### src/rtl/ecc_err_inject.sv
// rtl/ecc_err_inject.sv - LFSR-driven bit-flip injector between an ECC encoder and decoder
//
// Sits in a codeword stream and corrupts 0, 1 or 2 bits of each accepted
// codeword. Flip positions come from a 16-bit Galois LFSR that advances once
// per accepted word, so a given seed always reproduces the same error pattern.
//
// Parameters
//   K       data bits per codeword; M check bits and N = M+K+1 total bits derived
//   P0_LSB  overall-parity bit placement (0: bit N-1, 1: bit 0); flip indices are
//           always physical bit positions, so this only qualifies the report
//   SEED    LFSR reset value (nonzero)
//
// Ports
//   clk_i, rst_ni               clock, asynchronous active-low reset
//   mode_i                      0 none, 1 single, 2 double, 3 random 0/1/2 flips
//   seed_ld_i, seed_i           synchronous LFSR load
//   clr_cnt_i                   synchronous clear of the injection counters
//   cw_valid_i/cw_ready_o/cw_i  upstream codeword handshake
//   cw_valid_o/cw_ready_i/cw_o  downstream corrupted codeword handshake
//   nflips_o, flip1_o, flip2_o  flips applied to cw_o and their bit indices
//   sb_cnt_o, db_cnt_o          saturating single / double injection counts

module ecc_err_inject #(
    parameter int          K      = 8,
    parameter int          P0_LSB = 0,
    parameter logic [15:0] SEED   = 16'hACE1,
    // Smallest m with 2**m >= m+K+1, i.e. 2**m - m - 1 >= K.
    localparam int         M      = (K <= 1)  ? 2 :
                                    (K <= 4)  ? 3 :
                                    (K <= 11) ? 4 :
                                    (K <= 26) ? 5 :
                                    (K <= 57) ? 6 :
                                    (K <= 120) ? 7 : 8,
    localparam int         N      = M + K + 1
) (
    input  logic         clk_i,
    input  logic         rst_ni,
    input  logic [1:0]   mode_i,
    input  logic         seed_ld_i,
    input  logic [15:0]  seed_i,
    input  logic         clr_cnt_i,
    input  logic         cw_valid_i,
    output logic         cw_ready_o,
    input  logic [N-1:0] cw_i,
    output logic         cw_valid_o,
    input  logic         cw_ready_i,
    output logic [N-1:0] cw_o,
    output logic [1:0]   nflips_o,
    output logic [7:0]   flip1_o,
    output logic [7:0]   flip2_o,
    output logic [15:0]  sb_cnt_o,
    output logic [15:0]  db_cnt_o
);

    // Indices must fit the 8-bit report fields, and P0_LSB is a flag.
    if (N > 255 || (P0_LSB != 0 && P0_LSB != 1)) begin : g_bad_param
        $error("ecc_err_inject: unsupported K or P0_LSB");
    end

    logic [15:0] lfsr;
    logic        accept;
    logic [8:0]  pos1;
    logic [8:0]  off;
    logic [8:0]  pos2_sum;
    logic [8:0]  pos2;
    logic [1:0]  nflips_nxt;
    logic [N-1:0] mask1;
    logic [N-1:0] mask2;
    logic [N-1:0] cw_nxt;
    logic [15:0] lfsr_step;
    logic [15:0] seed_val;

    // Single output register stage: a new word may enter whenever the stage
    // is empty or is being drained in the same cycle.
    assign cw_ready_o = !cw_valid_o || cw_ready_i;
    assign accept     = cw_valid_i && cw_ready_o;

    // Second position is drawn from the N-1 positions other than pos1, so
    // the two flips never cancel each other.
    assign pos1     = 9'(32'(lfsr[7:0]) % N);
    assign off      = 9'(32'(lfsr[15:8]) % (N - 1));
    assign pos2_sum = pos1 + 9'd1 + off;
    assign pos2     = (pos2_sum >= 9'(N)) ? pos2_sum - 9'(N) : pos2_sum;

    always_comb begin
        nflips_nxt = 2'd0;
        case (mode_i)
            2'd0: nflips_nxt = 2'd0;
            2'd1: nflips_nxt = 2'd1;
            2'd2: nflips_nxt = 2'd2;
            default: begin
                // Random mode: 11 maps to a single flip, biasing toward the
                // correctable case.
                case (lfsr[15:14])
                    2'b00:   nflips_nxt = 2'd0;
                    2'b10:   nflips_nxt = 2'd2;
                    default: nflips_nxt = 2'd1;
                endcase
            end
        endcase
    end

    assign mask1  = {{(N-1){1'b0}}, 1'b1} << pos1;
    assign mask2  = {{(N-1){1'b0}}, 1'b1} << pos2;

    always_comb begin
        cw_nxt = cw_i;
        if (nflips_nxt != 2'd0) begin
            cw_nxt = cw_nxt ^ mask1;
        end
        if (nflips_nxt == 2'd2) begin
            cw_nxt = cw_nxt ^ mask2;
        end
    end

    assign lfsr_step = {1'b0, lfsr[15:1]} ^ (lfsr[0] ? 16'hB400 : 16'h0000);
    // An all-zero Galois LFSR would lock up.
    assign seed_val  = (seed_i == 16'h0000) ? 16'h0001 : seed_i;

    always_ff @(posedge clk_i or negedge rst_ni) begin
        if (!rst_ni) begin
            lfsr <= SEED;
        end else if (seed_ld_i) begin
            lfsr <= seed_val;
        end else if (accept) begin
            lfsr <= lfsr_step;
        end
    end

    always_ff @(posedge clk_i or negedge rst_ni) begin
        if (!rst_ni) begin
            cw_valid_o <= 1'b0;
            cw_o       <= '0;
            nflips_o   <= 2'd0;
            flip1_o    <= 8'd0;
            flip2_o    <= 8'd0;
        end else if (accept) begin
            cw_valid_o <= 1'b1;
            cw_o       <= cw_nxt;
            nflips_o   <= nflips_nxt;
            flip1_o    <= (nflips_nxt != 2'd0) ? 8'(pos1) : 8'd0;
            flip2_o    <= (nflips_nxt == 2'd2) ? 8'(pos2) : 8'd0;
        end else if (cw_valid_o && cw_ready_i) begin
            cw_valid_o <= 1'b0;
        end
    end

    always_ff @(posedge clk_i or negedge rst_ni) begin
        if (!rst_ni) begin
            sb_cnt_o <= 16'd0;
            db_cnt_o <= 16'd0;
        end else if (clr_cnt_i) begin
            sb_cnt_o <= 16'd0;
            db_cnt_o <= 16'd0;
        end else if (accept) begin
            if (nflips_nxt == 2'd1 && sb_cnt_o != 16'hFFFF) begin
                sb_cnt_o <= sb_cnt_o + 16'd1;
            end
            if (nflips_nxt == 2'd2 && db_cnt_o != 16'hFFFF) begin
                db_cnt_o <= db_cnt_o + 16'd1;
            end
        end
    end

endmodule
### config.mk
export PLATFORM = sky130hd
export DESIGN_NAME = ecc_err_inject
export DESIGN_NICKNAME = d
export VERILOG_FILES = /design/src/rtl/ecc_err_inject.sv
export SDC_FILE = /design/constraint.sdc
export NUM_CORES = 1
export LEC_CHECK = 0
export ABC_CLOCK_PERIOD_IN_PS = 12500
export CAP_MARGIN = 20
export CORE_MARGIN = 8
export CORE_UTILIZATION = 25
export CTS_CLUSTER_DIAMETER = 150
export DETAILED_ROUTE_END_ITERATION = 10
export PLACE_DENSITY = 0.51
export SLEW_MARGIN = 40
export SYNTH_ARGS = -nofsm -noshare
export SYNTH_HDL_FRONTEND = slang
export SYNTH_SLANG_ARGS = --single-unit
### constraint.sdc
create_clock -name clk_i -period 12.5 [get_ports clk_i]
set_input_delay 3.125 -clock clk_i [delete_from_list [all_inputs] [get_ports clk_i]]
set_output_delay 3.125 -clock clk_i [all_outputs]
set_load 0.05 [all_outputs]
-- Word level (Yosys, flattened, before mapping)
Cells that the tools add are included.
Widths: inputs -> output; s select.
- register bits after elaboration: 80
- bits of input ports: 37
- output and inout bits: 65
- logic and storage cells: 64
- $add $sub $neg: 5
- div/mod/pow operators: 2
- order comparisons: 1
- equal/unequal tests: 7
- shifts and indexed selects: 2
- muxes and demuxes: 19
- bitwise operators: 3
- reductions and logical operators: 17
- operators by type and width (operator ; count):
    $mux 16 ; 10
    $mod 8x4->32 const B ; 2
    $add 16x1->16 const B ; 2
    $ne 16x16->1 const B ; 2
    $mux 13 ; 2
    $shl 1x9->13 const A ; 2
    $xor 13x13->13 ; 2
    $logic_not 16->1 ; 1
    $mux 8 ; 2
    $xor 15x16->16 ; 1
    $reduce_bool 2->1 ; 6
    $add 9x1->9 const B ; 1
    $add 9x9->9 ; 1
    $ge 9x4->1 const B ; 1
    $mux 9 ; 1
    $sub 9x4->9 const B ; 1
    $eq 2x2->1 const B ; 3
    $pmux 2 s3 ; 1
    $eq 2x1->1 const B ; 2
    $logic_and 1x1->1 ; 4
    $logic_not 2->1 ; 2
    $pmux 2 s2 ; 1
    $reduce_and 2->1 ; 2
    $mux 1 ; 2
    2 further kinds ; 2

-- Logic depth before layout (Yosys ltp)
- word-level depth: 8
- mapped depth: 39
- depth with buffers taken out: 34

-- Worst setup path after synthesis
No wires, ideal clock.
- kind: register to register
- start point: register lfsr[6]
- end point: register cw_o[12]
- library setup time: 77 ps
- arrival time: 7820 ps
- data required time: 12423 ps
- path slack: 4603 ps
- stages on the path, launching flop included: 40
- path buffers: 5
- period minus slack after synthesis: 7897 ps
- path through: dfstp_2 buf_4 inv_1 nor2_1 ha_1 and2b_2 a21oi_2 or4_1 buf_2 a211oi_4 o21ai_2 and3_1 buf_6 xnor2_1 ha_1 nand2b_1 o2bb2ai_1 a21o_1 [... 4 more ...] inv_1 fa_1 a21o_1 a21o_1 a2111oi_0 a211oi_1 nand2b_1 nor3_1 and2_1 clkbuf_1 clkbuf_1 nand4_1 mux2_2 a31oi_1 o21ai_0 nor3_1 xnor3_1 o21ai_1
- word-level cells in the longest chain between the ends: 8
- ends and longest elaborated chain (element ; RTL line ; source):
    start, declared ; 60 ; logic [15:0] lfsr;
    start signal, assigned ; 124 ; lfsr <= seed_val;
    start signal, assigned ; 126 ; lfsr <= lfsr_step;
    $mod 8x4->32 * ; 80 ; assign pos1 = 9'(32'(lfsr[7:0]) % N);
    $add 9x1->9 ; 82 ; assign pos2_sum = pos1 + 9'd1 + off;
    $add 9x9->9 ; 82 ;
    $sub 9x4->9 or $ge 9x4->1 (tied branches) ; 83 ; assign pos2 = (pos2_sum >= 9'(N)) ? pos2_sum - 9'(N) : pos2_sum;
    $mux 9 ; 83 ;
    $shl 1x9->13 ; 104 ; assign mask2 = {{(N-1){1'b0}}, 1'b1} << pos2;
    $xor 13x13->13 ; 112 ; cw_nxt = cw_nxt ^ mask2;
    $mux 13 * ; 111 ; if (nflips_nxt == 2'd2) begin
    end signal, assigned ; 139 ; cw_o <= cw_nxt;
    end, declared ; 47 ; output logic [N-1:0] cw_o,
Every way passes the cells marked *; elsewhere a longest branch is shown, timed or not.
A chain may end at the register's enable or synchronous reset.

-- Worst setup path in the final report
- start point: register lfsr[6]
- end point: register cw_o[8]
The elaborated chain is that of the path after synthesis.

==> key figures <==
Run status
  • Status: completed

Pwr
  • Sw frac: 0.511
  • Pwr dens: 229 nW/um^2
  • Clock network power share: 0.153
  • Worst vdd ir: 127 uV
  • Flop pwr share: 0.170
  • Psw: 1020 uW
  • Internal power: 972 uW
  • Comb pwr share: 0.677
  • Leakage: 0.00337 uW

STA
  • Final min period: 9.34 ns
  • Slew Viols, Final: 0
  • Unrepaired setup endpoints after global routing: no
  • Clock skew: 0.0109 ns
  • TNS Setup: 0 ns
  • Period utilization: 0.747
  • # setup viols final: 0
  • Worst rel slew slack: 0.504
  • Final hold vios: 0
  • WHS: 0.486 ns
  • Setup ws final: 3.16 ns
  • Worst Tran Pin Value: 0.734 ns
  • Fmax achieved: 107 MHz

Final layout
  • N_diodes: 0
  • Most frequent cells in the layout: nand2_1, clkdlybuf4s50_1, nor2_1, dfrtp_1, a21oi_1
  • Final non-filler cell area: 8690 um^2
  • Final net count: 987
  • Most common cell after layout, fill and taps aside: nand2_1
  • Share of layout cells above drive strength 1: 0.0959
  • P&R area growth vs syn: 22.8%
  • Final Util: 0.313

Synthesis
  • Avg Inst Size Synth: 8.16 um^2
  • Synth unique cells: 105
  • Post-synth EDFFs: 0
  • Syn Nets: 920
  • Seq/Total Area, Yosys: 0.285
  • Largest cells by area after synthesis: dfrtp_1, nand2_1, nor2_1
  • Synth area leader: dfrtp_1
  • Warning count from the yosys run: 0
  • #FFs+latches synth: 80
  • Main flop type after synthesis: dfrtp_1
  • Post-Syn Instances: 866
  • Synth top area share: 0.255
  • Post-synth ARST share: 1.00
  • Post-Syn Area: 7070 um^2

Placement
  • Detailed Place HPWL: 16,000 um
  • Placed inst area: 8340 um^2
  • Global placement routability congestion: 0.868
  • Dpl ws: 3.13 ns
  • PortBufs: 101

Flow run
  • Max_cap viols: 0

CTS
  • Worst-path clk slew: 0.06 ns
  • Post-CTS Setup Bufs: 0
  • Post-CTS resize count: 0
  • Root buffer cell: clkbuf_16
  • Clk_lat worst skew: 0.35 ns
  • CTS tree: yes
  • TritonCTS Sinks: 80
  • Cts-stage hold buffer count: 0
  • CTS Buf Count: 9
  • H-tree depth: 3
  • Max clock buf depth: 2

Worst hold path
  • Hold Path Class: reg -> reg

Setup path
  • Cell mode on critical path: ha_1
  • Kind of critical path: reg -> reg
  • Setup crit start kind: flop
  • Max stage delay cell, worst path: or4_1
  • CP peak stage delay: 0.74 ns
  • Crit. End Element: flop
  • CP Max Fanout: 18
  • Worst EP required: 12.77 ns
  • CP Data Arrival Time: 9.61 ns

Routing
  • DR vias: 6,623
  • Wire length per cell: 16.1 um
  • Vias/cell: 5.03
  • Post-route ant nets: 0
  • Drt drc: 0
  • First-pass iteration count of the detailed router: 5
  • Starting DRT DRC Count: 372
  • Final WL: 21,200 um

GRT
  • Gr usage total: 0.125
  • GRT overflow: 0
  • Number of global-route vias before repair: 6,410
  • Largest net degree at the start of global routing: 74
  • First-pass GRT wire length: 34,700 um
  • Initial antenna violation count: 2

Floorplanning
  • Die height: 184 um
  • Num rows: 61
  • Starting Density: 0.255
  • Die width: 184 um
  • Core area: 27,800 um^2
  • Die area: 33,900 um^2
  • # IOs: 102
-- logic make-up after synthesis --
kind of cell	Yosys count	share of synthesized area
AND/OR/NAND/NOR	374	0.269
AO/OA/AOI/OAI	238	0.242
flip-flops	80	0.285
buffers and inverters	73	0.0481
XOR/XNOR	71	0.104
adder cells (fa/ha/maj)	17	0.0311
multiplexers	13	0.0211
-- worst max-delay path: cells and delay by family, from the launching register on --
family	cells	cell delay [ns]
xor+xnor	2	0.52
flops	1	0.71
fa+ha+maj	3	1.20
buf+inv	2	0.45
mux	1	0.09
simple gates	12	3.20
compound gates	11	3.07
-- registers in the layout, summed over array words and instances, names as in the netlist --
register / cells
cw_valid_o: 1
lfsr: 16
sb_cnt_o: 16
nflips_o: 2
db_cnt_o: 16
flip2_o: 8
flip1_o: 8
cw_o: 13
-- synth_stat cells, types with 11 or more instances --
| cell type | n |
|---|---|
| a21oi_1 | 60 |
| a31oi_1 | 12 |
| clkbuf_1 | 29 |
| dfrtp_1 | 72 |
| ha_1 | 16 |
| inv_1 | 21 |
| nand2_1 | 108 |
| nand2b_1 | 16 |
| nand3_1 | 29 |
| nand4_1 | 12 |
| nor2_1 | 90 |
| nor3_1 | 30 |
| o21ai_0 | 46 |
| o21ai_1 | 16 |
| or3_1 | 11 |
| xnor2_1 | 32 |
| xor2_1 | 30 |
-- layout make-up --
| cell class | count | area (um^2) |
|---|---|---|
| clock inverter | 5 | 85.1 |
| clock buffer | 11 | 253 |
| sequential | 80 | 2010 |
| tap | 378 | 473 |
| fill | 2985 | 19100 |
| timing repair buffer | 107 | 1050 |
| inverter | 22 | 82.6 |
| multi-input combinational | 713 | 4730 |
-- power by group through the flow --
stage / registers (uW) / clock network, uW / logic (uW)
final: 338 / 304 / 1350
after global placement: 344 / 0 / 1340
after CTS: 339 / 315 / 1340
after floorplan: 436 / 0 / 945
after detailed placement: 343 / 0 / 1330
after global routing: 345 / 325 / 1480
-- metal layers --
layer  part of all wire  vias to the layer above  GRT usage
met5             0.0013                        -          0
met4              0.011                        4     0.0284
met3              0.068                       21     0.0366
met2               0.45                      195      0.197
met1               0.47                     3137      0.168
li1                   -                     3266          -
-- stage by stage --
stage,cells,total power [uW]
after floorplan,866,1380
after global placement,1300,1690
after detailed placement,1300,1680
after CTS,1316,1990
after global routing,1316,2150
final,1316,1990
-- path summary, 6_finish.rpt --
check | startpoint | end | slack (ns) | cells past startpoint
min in group asynchronous | rst_ni | db_cnt_o[0] | 2.58 | 1
setup / recovery | lfsr[6] | cw_o[8] | 3.16 | 31
hold reg to reg | nflips_o[0] | nflips_o[0] | 0.49 | 2
setup reg to reg | lfsr[6] | cw_o[8] | 3.16 | 31
hold / removal | nflips_o[0] | nflips_o[0] | 0.49 | 2
max in group asynchronous | rst_ni | lfsr[3] | 9.01 | 2
Note: power is estimated with default switching activity, not from simulation.
